`src/rtl/cdb_arbiter_pkg.sv`:
```
// cdb_arbiter_pkg -- shared types and helpers for the common-data-bus arbiter.
//
// Contents:
//   cdb_entry_t        : one buffered result, {tag, val}
//   CDB_NUM_SRC_DEF    : default number of result producers
//   CDB_FIFO_DEPTH_DEF : default entries per source FIFO
//   clog2()            : ceiling log2, usable in constant expressions
//
// `INST_TAG_WIDTH, `COMMON_WIDTH and `TAG_INVALID normally come from
// common_def.h. The guarded fallbacks below only take effect when that header
// has not been included earlier in the compilation unit, so a standalone build
// of this slice still elaborates with the project's usual values.

`ifndef INST_TAG_WIDTH
`define INST_TAG_WIDTH 6
`endif
`ifndef COMMON_WIDTH
`define COMMON_WIDTH 32
`endif
`ifndef TAG_INVALID
`define TAG_INVALID {`INST_TAG_WIDTH{1'b1}}
`endif

package cdb_arbiter_pkg;

  localparam int CDB_NUM_SRC_DEF    = 4;
  localparam int CDB_FIFO_DEPTH_DEF = 4;

  typedef struct packed {
    logic [`INST_TAG_WIDTH-1:0] tag;
    logic [`COMMON_WIDTH-1:0]   val;
  } cdb_entry_t;

  // Smallest r with 2**r >= value; returns 0 for value <= 1.
  function automatic int clog2(input int value);
    int r;
    r = 0;
    while ((1 << r) < value) begin
      r = r + 1;
    end
    return r;
  endfunction

endpackage

```
`src/rtl/cdb_src_fifo.sv`:
```
// cdb_src_fifo -- per-source result buffer feeding the CDB arbiter.
//
// A DEPTH-entry circular FIFO of {tag, val}. The head is read combinationally
// so the arbiter can forward it in the same cycle it decides to pop.
//
// Ports:
//   clk        : clock, all updates on posedge
//   rst        : asynchronous active-high reset (clears pointers and count)
//   push       : enqueue push_data this edge (ignored when full and not popped)
//   push_data  : entry to enqueue
//   pop        : dequeue the head this edge
//   head       : current oldest entry (valid while count != 0)
//   count      : number of stored entries, clog2(DEPTH)+1 bits
//   full       : count == DEPTH

module cdb_src_fifo
  import cdb_arbiter_pkg::*;
#(
  parameter int DEPTH = CDB_FIFO_DEPTH_DEF
) (
  input  logic                   clk,
  input  logic                   rst,
  input  logic                   push,
  input  cdb_entry_t             push_data,
  input  logic                   pop,
  output cdb_entry_t             head,
  output logic [clog2(DEPTH):0]  count,
  output logic                   full
);

  localparam int PW = clog2(DEPTH);
  localparam int CW = PW + 1;

  cdb_entry_t    mem [DEPTH];
  logic [PW-1:0] wr_ptr;
  logic [PW-1:0] rd_ptr;
  logic [CW-1:0] count_reg;
  logic          do_push;
  logic          do_pop;

  assign full  = (count_reg == CW'(DEPTH));
  assign count = count_reg;
  assign head  = mem[rd_ptr];

  // A full FIFO still accepts a push when its head leaves on the same edge:
  // the write lands in the slot the pop is vacating.
  assign do_pop  = pop && (count_reg != '0);
  assign do_push = push && (!full || do_pop);

  // DEPTH is a power of two, so the pointers wrap by plain overflow.
  always_ff @(posedge clk or posedge rst) begin
    if (rst) begin
      wr_ptr    <= '0;
      rd_ptr    <= '0;
      count_reg <= '0;
    end else begin
      if (do_push) wr_ptr <= wr_ptr + 1'b1;
      if (do_pop)  rd_ptr <= rd_ptr + 1'b1;
      case ({do_push, do_pop})
        2'b10:   count_reg <= count_reg + 1'b1;
        2'b01:   count_reg <= count_reg - 1'b1;
        default: count_reg <= count_reg;
      endcase
    end
  end

  // Storage carries no reset; stale data is unreachable once pointers clear.
  always_ff @(posedge clk) begin
    if (!rst && do_push) begin
      mem[wr_ptr] <= push_data;
    end
  end

endmodule

```
`src/rtl/cdb_arbiter.sv`:
```
// cdb_arbiter -- merges result streams from NUM_SRC producers onto the single
// ROB writeback port (common data bus).
//
// Each source owns a cdb_src_fifo. Every cycle at most one non-empty FIFO is
// granted (judged on pre-edge counts) and its head is registered onto
// wb_tag/wb_val. Pushes into a full FIFO that is not popped are dropped and
// latch the sticky overflow flag.
//
// Build option:
//   CDB_ARB_ROUND_ROBIN_EN defined   : round-robin grant, pointer moves to
//                                      (granted + 1) mod NUM_SRC on each grant
//   CDB_ARB_ROUND_ROBIN_EN undefined : fixed priority, lowest index wins
//
// Ports:
//   clk, rst     : clock / asynchronous active-high reset
//   src_target   : per-source ROB tag, `TAG_INVALID = nothing this cycle
//   src_result   : per-source result value
//   src_stall    : per-source almost-full (count >= FIFO_DEPTH-1), combinational
//   wb_tag       : ROB entry written this cycle, `TAG_INVALID = idle
//   wb_val       : value written (holds its last value while idle)
//   overflow     : sticky, a result was dropped

module cdb_arbiter
  import cdb_arbiter_pkg::*;
#(
  parameter int NUM_SRC    = CDB_NUM_SRC_DEF,
  parameter int FIFO_DEPTH = CDB_FIFO_DEPTH_DEF
) (
  input  logic                                    clk,
  input  logic                                    rst,
  input  logic [NUM_SRC-1:0][`INST_TAG_WIDTH-1:0] src_target,
  input  logic [NUM_SRC-1:0][`COMMON_WIDTH-1:0]   src_result,
  output logic [NUM_SRC-1:0]                      src_stall,
  output logic [`INST_TAG_WIDTH-1:0]              wb_tag,
  output logic [`COMMON_WIDTH-1:0]                wb_val,
  output logic                                    overflow
);

  localparam int CW = clog2(FIFO_DEPTH) + 1;
  localparam int GW = (NUM_SRC > 1) ? clog2(NUM_SRC) : 1;

  logic [NUM_SRC-1:0] push;
  logic [NUM_SRC-1:0] pop;
  logic [NUM_SRC-1:0] full;
  logic [NUM_SRC-1:0] nonempty;
  logic [NUM_SRC-1:0] drop;
  cdb_entry_t         head  [NUM_SRC];
  logic [CW-1:0]      count [NUM_SRC];

  logic               grant_valid;
  logic [GW-1:0]      grant_idx;

  generate
    for (genvar gi = 0; gi < NUM_SRC; gi++) begin : g_src
      cdb_entry_t push_data;

      assign push_data     = '{tag: src_target[gi], val: src_result[gi]};
      assign push[gi]      = (src_target[gi] != `TAG_INVALID);
      assign nonempty[gi]  = (count[gi] != '0);
      assign src_stall[gi] = (count[gi] >= CW'(FIFO_DEPTH - 1));
      assign drop[gi]      = push[gi] && full[gi] && !pop[gi];

      cdb_src_fifo #(
        .DEPTH (FIFO_DEPTH)
      ) u_fifo (
        .clk       (clk),
        .rst       (rst),
        .push      (push[gi]),
        .push_data (push_data),
        .pop       (pop[gi]),
        .head      (head[gi]),
        .count     (count[gi]),
        .full      (full[gi])
      );
    end
  endgenerate

`ifdef CDB_ARB_ROUND_ROBIN_EN
  logic [GW-1:0] rr_ptr;

  // Scan sources starting at rr_ptr; the first non-empty one wins.
  always_comb begin
    grant_valid = 1'b0;
    grant_idx   = '0;
    for (int k = 0; k < NUM_SRC; k++) begin
      if (!grant_valid && nonempty[(int'(rr_ptr) + k) % NUM_SRC]) begin
        grant_valid = 1'b1;
        grant_idx   = GW'((int'(rr_ptr) + k) % NUM_SRC);
      end
    end
  end

  // Pointer only advances on a grant, so idle cycles keep the fairness order.
  always_ff @(posedge clk or posedge rst) begin
    if (rst) begin
      rr_ptr <= '0;
    end else if (grant_valid) begin
      rr_ptr <= (int'(grant_idx) == NUM_SRC - 1) ? '0 : grant_idx + 1'b1;
    end
  end
`else
  always_comb begin
    grant_valid = 1'b0;
    grant_idx   = '0;
    for (int k = 0; k < NUM_SRC; k++) begin
      if (!grant_valid && nonempty[k]) begin
        grant_valid = 1'b1;
        grant_idx   = GW'(k);
      end
    end
  end
`endif

  always_comb begin
    pop = '0;
    if (grant_valid) begin
      pop[grant_idx] = 1'b1;
    end
  end

  always_ff @(posedge clk or posedge rst) begin
    if (rst) begin
      wb_tag   <= `TAG_INVALID;
      wb_val   <= '0;
      overflow <= 1'b0;
    end else begin
      if (grant_valid) begin
        wb_tag <= head[grant_idx].tag;
        wb_val <= head[grant_idx].val;
      end else begin
        wb_tag <= `TAG_INVALID;
      end
      if (|drop) begin
        overflow <= 1'b1;
      end
    end
  end

endmodule

```
`config.mk`:
```
export PLATFORM = sky130hd
export DESIGN_NAME = cdb_arbiter
export DESIGN_NICKNAME = d
export VERILOG_FILES = /design/src/rtl/cdb_arbiter_pkg.sv /design/src/rtl/cdb_src_fifo.sv /design/src/rtl/cdb_arbiter.sv
export SDC_FILE = /design/constraint.sdc
export NUM_CORES = 1
export LEC_CHECK = 0
export ABC_CLOCK_PERIOD_IN_PS = 3600
export CORE_UTILIZATION = 40
export CTS_CLUSTER_DIAMETER = 100
export DETAILED_ROUTE_END_ITERATION = 10
export MAX_ROUTING_LAYER = met4
export SLEW_MARGIN = 20
export SYNTH_ARGS = -nofsm -noshare
export SYNTH_HDL_FRONTEND = slang
export SYNTH_SLANG_ARGS = --single-unit
```
`constraint.sdc`:
```
create_clock -name clk -period 3.6 [get_ports clk]
set_input_delay 0.72 -clock clk [delete_from_list [all_inputs] [get_ports clk]]
set_output_delay 0.72 -clock clk [all_outputs]
set_load 0.02 [all_outputs]
```
# Word-level counts from Yosys, hierarchy flattened
# Memories as Yosys holds them, arrays and structs flattened.
# Cells that the tools add are included.
# word_totals
reg_bits	67
ramBits	608
input_bits	154
output_inout_bits	43
word_cells	134
n_memories	4
# mem_list
memory	depth	width	rd	rd_clocked_by_memory_dff	wr	line	source
g_src[0].u_fifo.mem	4	38	1	0	1	cdb_src_fifo.sv:34	cdb_entry_t mem [DEPTH];
g_src[1].u_fifo.mem	4	38	1	0	1	cdb_src_fifo.sv:34	
g_src[2].u_fifo.mem	4	38	1	0	1	cdb_src_fifo.sv:34	
g_src[3].u_fifo.mem	4	38	1	0	1	cdb_src_fifo.sv:34	
# op_classes
add_sub_neg	16
n_lt_le_gt_ge	7
n_eq_ne	16
mux	26
bitwise	1
n_reduce_logical	49
# ops
op	count
$bmux W38 S2	1
$mux W38	2
$logic_and A1 B1 Y1	24
$ne A6 B6 Y1 const B	4
$pmux W3 S2	4
$add A2 B1 Y2 const B	8
$mux W1	14
$add A3 B1 Y3 const B	4
$eq A3 B3 Y1 const B	4
$ge A3 B2 Y1 const B	4
$logic_not A1 Y1	12
$reduce_bool A3 Y1	4
$sub A3 B1 Y3 const B	4
$eq A2 B1 Y1 const B	4
$eq A2 B2 Y1 const B	4
$reduce_bool A2 Y1	4
$mux W6	1
$logic_or A1 B1 Y1	4
$mux W2	2
$mux W4	1
$reduce_or A4 Y1	1
$ge A3 B3 Y1 const B	1
$lt A2 B3 Y1 const B	1
$not A2 Y3	1
2 further kinds	2

# Longest topological paths before layout
# depth
depth_word	22
mapped_depth	9
ltp_nobuf	8

# Modules after synthesis
# Synthesis repeated with hierarchy kept, for this count alone.
# hier_totals
hier_cells	1307
area_unflattened_um2	26578.0
# by_module_without_submodules
mod	instances	cells_per_inst	area_per_inst_um2	seq_area_each_um2
cdb_src_fifo at g_src[1].u_fifo ...	3	254	5989.5	4739.5
cdb_src_fifo at g_src[0].u_fifo	1	254	6004.5	4739.5
cdb_arbiter	1	291	2605.0	983.4

# Worst setup path after synthesis
# Ideal clock, no wire load.
# synth_path
path_type	input to register
from	input rst
to	memory g_src[2].u_fifo.mem[1][0] (netlist name) (enable)
setup_ps	399
arrival_ps	3333
required_ps	3201
path_slack_ps	-132
cell_stages	2
n_path_buf	0
path_cell_list	inv_1 > and3_1
# synth_via
elab_chain_cells	4
# synth_lines
item	line	source
start, declared	cdb_arbiter.sv:30	input logic rst,
$logic_not A1 Y1 (no line)	-	
$logic_and A1 B1 Y1	cdb_src_fifo.sv:69	if (!rst && do_push) begin
$mux W1	cdb_src_fifo.sv:69	
$mux W1 (implied by the code)	cdb_src_fifo.sv:70	mem[wr_ptr] <= push_data;
end, declared	cdb_src_fifo.sv:34	
# Every way passes these cells.

# Worst setup path in the final report
# layout_path
from	register g_src[0].u_fifo.count_reg[2]
to	memory g_src[2].u_fifo.mem[2][14] (netlist name) (enable)
# layout_via
elab_chain_cells	22
word_cells_on_any_way	26
classes_between	order compare: 2; mux: 12; reduce/logical: 12
# layout_lines
item	line	source
start, declared	cdb_src_fifo.sv:37	logic [CW-1:0] count_reg;
start signal, assigned	cdb_src_fifo.sv:60	2'b10: count_reg <= count_reg + 1'b1;
start signal, assigned	cdb_src_fifo.sv:61	2'b01: count_reg <= count_reg - 1'b1;
start signal, assigned	cdb_src_fifo.sv:62	default: count_reg <= count_reg;
$reduce_bool A3 Y1 (*)	cdb_arbiter.sv:59	assign nonempty[gi] = (count[gi] != '0);
$mux W1 (*)	cdb_arbiter.sv:106	if (!grant_valid && nonempty[k]) begin
$logic_not A1 Y1	cdb_arbiter.sv:106	
$logic_and A1 B1 Y1	cdb_arbiter.sv:106	
$mux W1	cdb_arbiter.sv:106	
$logic_not A1 Y1	cdb_arbiter.sv:106	
$logic_and A1 B1 Y1	cdb_arbiter.sv:106	
$mux W1	cdb_arbiter.sv:106	
[6 not listed]	-	
$demux W1 S2	cdb_arbiter.sv:117	pop[grant_idx] = 1'b1;
$mux W4 (*)	cdb_arbiter.sv:116	if (grant_valid) begin
$logic_and A1 B1 Y1 (*)	cdb_src_fifo.sv:47	assign do_pop = pop && (count_reg != '0);
$logic_or A1 B1 Y1 (*)	cdb_src_fifo.sv:48	assign do_push = push && (!full || do_pop);
$logic_and A1 B1 Y1 (*)	cdb_src_fifo.sv:48	
$logic_and A1 B1 Y1 (*)	cdb_src_fifo.sv:69	
$mux W1 (*)	cdb_src_fifo.sv:69	
$mux W1 (implied by the code) (*)	cdb_src_fifo.sv:70	
# Mark *: on every way between the ends. The rest lies on a longest branch, timed or not.

==> flow_summary.toml <==
[synth]
synthMuxAreaShare = 0.133
synth_edf_count = 608
synth_top_cells_by_area = "edfxtp_1 70%, mux4_2 13%, dfrtp_1 5.8%, nand2_1 2.1%, o21ai_0 1.0%"
yosys.area_share.simple = 0.0432
yosysTopAreaCellShare = 0.696
synth-seq-cells = 675
synth_compound_area_frac = 0.0309
synth_top_family_by_area = "multiplexers"
ys_top_cells_by_count = "608 x edfxtp_1, 152 x mux4_2, 150 x nand2_1"
synth_xor_area_frac = 0.00730
synthCells = 1348
synth.most_common_cell = "edfxtp_1"
yosys_warnings = 0
synth-async-reset-ratio = 0.0993
synth_area_per_cell_sq_um = 19.4
synth.distinct_cells = 47
synth.largest_area_cell = "edfxtp_1"
synthesis.area_sq_mm = 0.0262
syn_nets = 1522
synth_fa_ha_area_frac = 0.0107
synthFlopType = "edfxtp_1"
ys_seq_area_frac = 0.761

[detailed_routing]
wl_per_cell_microns = 25.8
drt_pass1_iterations = 5
route.detailed.drc = 0
routed_wl_mm = 64.4
routed_via_density = 5.46
drtIter0Drc = 1245
vias = 13673
final_antenna_net_count = 0

[job]
max_cap_violations = 0

[power_and_ir_drop]
p_leak_nw = 10.4
power.density_mw_per_mm2 = 773
ir_drop_v = 0.000348
finalPower_mw = 24.5

[sta]
setup_tns_ns = 0
relSlewSlack = 0.371
fin_ws_ns = 0.641
setup_violations = 0
drv_slew = 0
hold_viol_final = 0
clock-skew-final_ns = 0.0205
max_clock_freq_mhz = 338
holdWs_ns = 0.537
finalCritPeriodShare = 0.822
worstMarginPinSlew_ns = 0.943
layout_min_cycle_time_ns = 2.96
rsz0062_at_grt = "false"

[global_routing]
grt_max_degree = 63
grt_pass1_wl_mm = 94.4
overflow = 0
grt_pass1_vias = 13930
grt_usage = 0.202
antenna_found_initial = 7

[critical_path]
worstSetupPathType = "reg -> reg"
r2r_cells = 5
r2r_slack_ns = 0.64
reg2reg_from = "g_src[0].u_fifo.count[2]$_DFFE_PP0P_"
cp.arrival_ns = 3.22
crit_path_end_kind = "flip-flop"
worstPathRequired_ns = 3.86
cp-start-kind = "flip-flop"
r2r-end = "g_src[2].u_fifo.mem[2][14]$_DFFE_PP_"
crit_fanout = 31

[clocking]
clkSinkCount = 675
cts_buffer_depth = 3
h-tree-depth = 3
cts_tree = "done"
cts_hold_buffers = 0
cts_resized = 0
postCtsSetupRepairBufs = 0
clock_latency_ns = 0.59
numCtsBuffers = 70
cts_root_buf = "clkbuf_16"
clk_pin_slew_ns = 0.06

[place]
place_congestion = 0.856
place_ws_ns = 0.317
dpl-instance-area_sq_mm = 0.0295
place_inst = 2373
dp_hpwl_mm = 43.9
io_buffer_count = 196

[die]
io_pins = 197
core_sq_mm = 0.0646
die_h_microns = 258
fp-row-count = 93
initial_core_util = 0.406
design.die.area_sq_mm = 0.0666
die_x_microns = 258

[final_layout]
fin_cells = 2502
largest_register_ffs = 608
nets = 1764
drive_gt1_frac = 0.210
fin_area_sq_mm = 0.0318
area_delta_synth_final_pct = 21.1
fin_util = 0.492

[run_status]
outcome = "completed"

[min_path]
hold_end = "g_src[0].u_fifo.wr_ptr[0]$_DFFE_PP0P_"
hold_start = "g_src[0].u_fifo.wr_ptr[0]$_DFFE_PP0P_"
hold_class = "reg -> reg"
holdPathStages = 1
kinds of logic (layout without fill, tap and decap cells):
group / Yosys count / count (layout)
flops: 675 / 675
xor+xnor: 21 / 21
fa+ha+maj: 20 / 20
buf+inv: 94 / 388
other cells: 0 / 5
mux: 157 / 157
compound gates: 135 / 135
simple gates: 246 / 246
cells in the final DEF (no fill, tap or decap), drive strengths merged, types with 6 or more instances in the layout:
cell type,count
nand2,150
clkbuf,93
xnor2,19
o21ai,69
dfrtp,61
mux4,152
ha,16
inv,20
clkinv,24
nor3,8
and2,13
a21oi,13
dfstp,6
nor2,19
buf,49
and3,12
nand4,32
edfxtp,608
clkdlybuf4s50,196
a31oi,31
o32ai,6
where the power goes:
| part | leakage [nW] | total [mW] | internal (mW) | switching, mW |
|---|---|---|---|---|
| clock | 1.10 | 6.98 | 4.12 | 2.86 |
| sequential | 6.34 | 11.2 | 10.4 | 0.814 |
| combinational | 2.94 | 6.32 | 2.74 | 3.59 |
routing by layer:
metal / vias up / GRT usage / wire, microns
met5: - / - / 0
met2: 482 / 0.299 / 30100
met1: 7207 / 0.290 / 28700
li1: 5895 / - / -
met4: 0 / 0.0565 / 1300
met3: 89 / 0.0352 / 4270
how the worst max path moves through the flow:
stage	startpoint	to	slack, ns	depth (start not counted)
after floorplan	rst	g_src[2].u_fifo.mem[0][0]$_DFFE_PP_	0.62	2
after global placement	src_target[14]	g_src[2].u_fifo.mem[3][14]$_DFFE_PP_	0.37	7
after detailed placement	src_target[14]	g_src[2].u_fifo.mem[2][14]$_DFFE_PP_	0.32	7
after CTS	g_src[0].u_fifo.count[2]$_DFFE_PP0P_	g_src[2].u_fifo.mem[2][14]$_DFFE_PP_	0.69	5
after global routing	g_src[0].u_fifo.count[2]$_DFFE_PP0P_	g_src[2].u_fifo.mem[2][14]$_DFFE_PP_	0.51	5
final	g_src[0].u_fifo.count[2]$_DFFE_PP0P_	g_src[2].u_fifo.mem[2][14]$_DFFE_PP_	0.64	5
layout make-up:
| class | count | area (sq um) |
|---|---|---|
| fill | 5260 | 32800 |
| sequential | 675 | 20000 |
| multi-input combinational | 579 | 5930 |
| timing repair buffer | 245 | 2500 |
| clock buffer | 93 | 1930 |
| tap | 855 | 1070 |
| clock inverter | 31 | 277 |
| inverter | 19 | 75.1 |
| antenna | 5 | 12.5 |
critical path: stages, from the launching register on:
cell	delay, ns
dfrtp_1	0.43
nor3_1	0.52
nand2_1	0.29
a31oi_1	0.65
and3_2	0.47
buf_12	0.26
No activity file was read; power rests on OpenSTA's default activity.
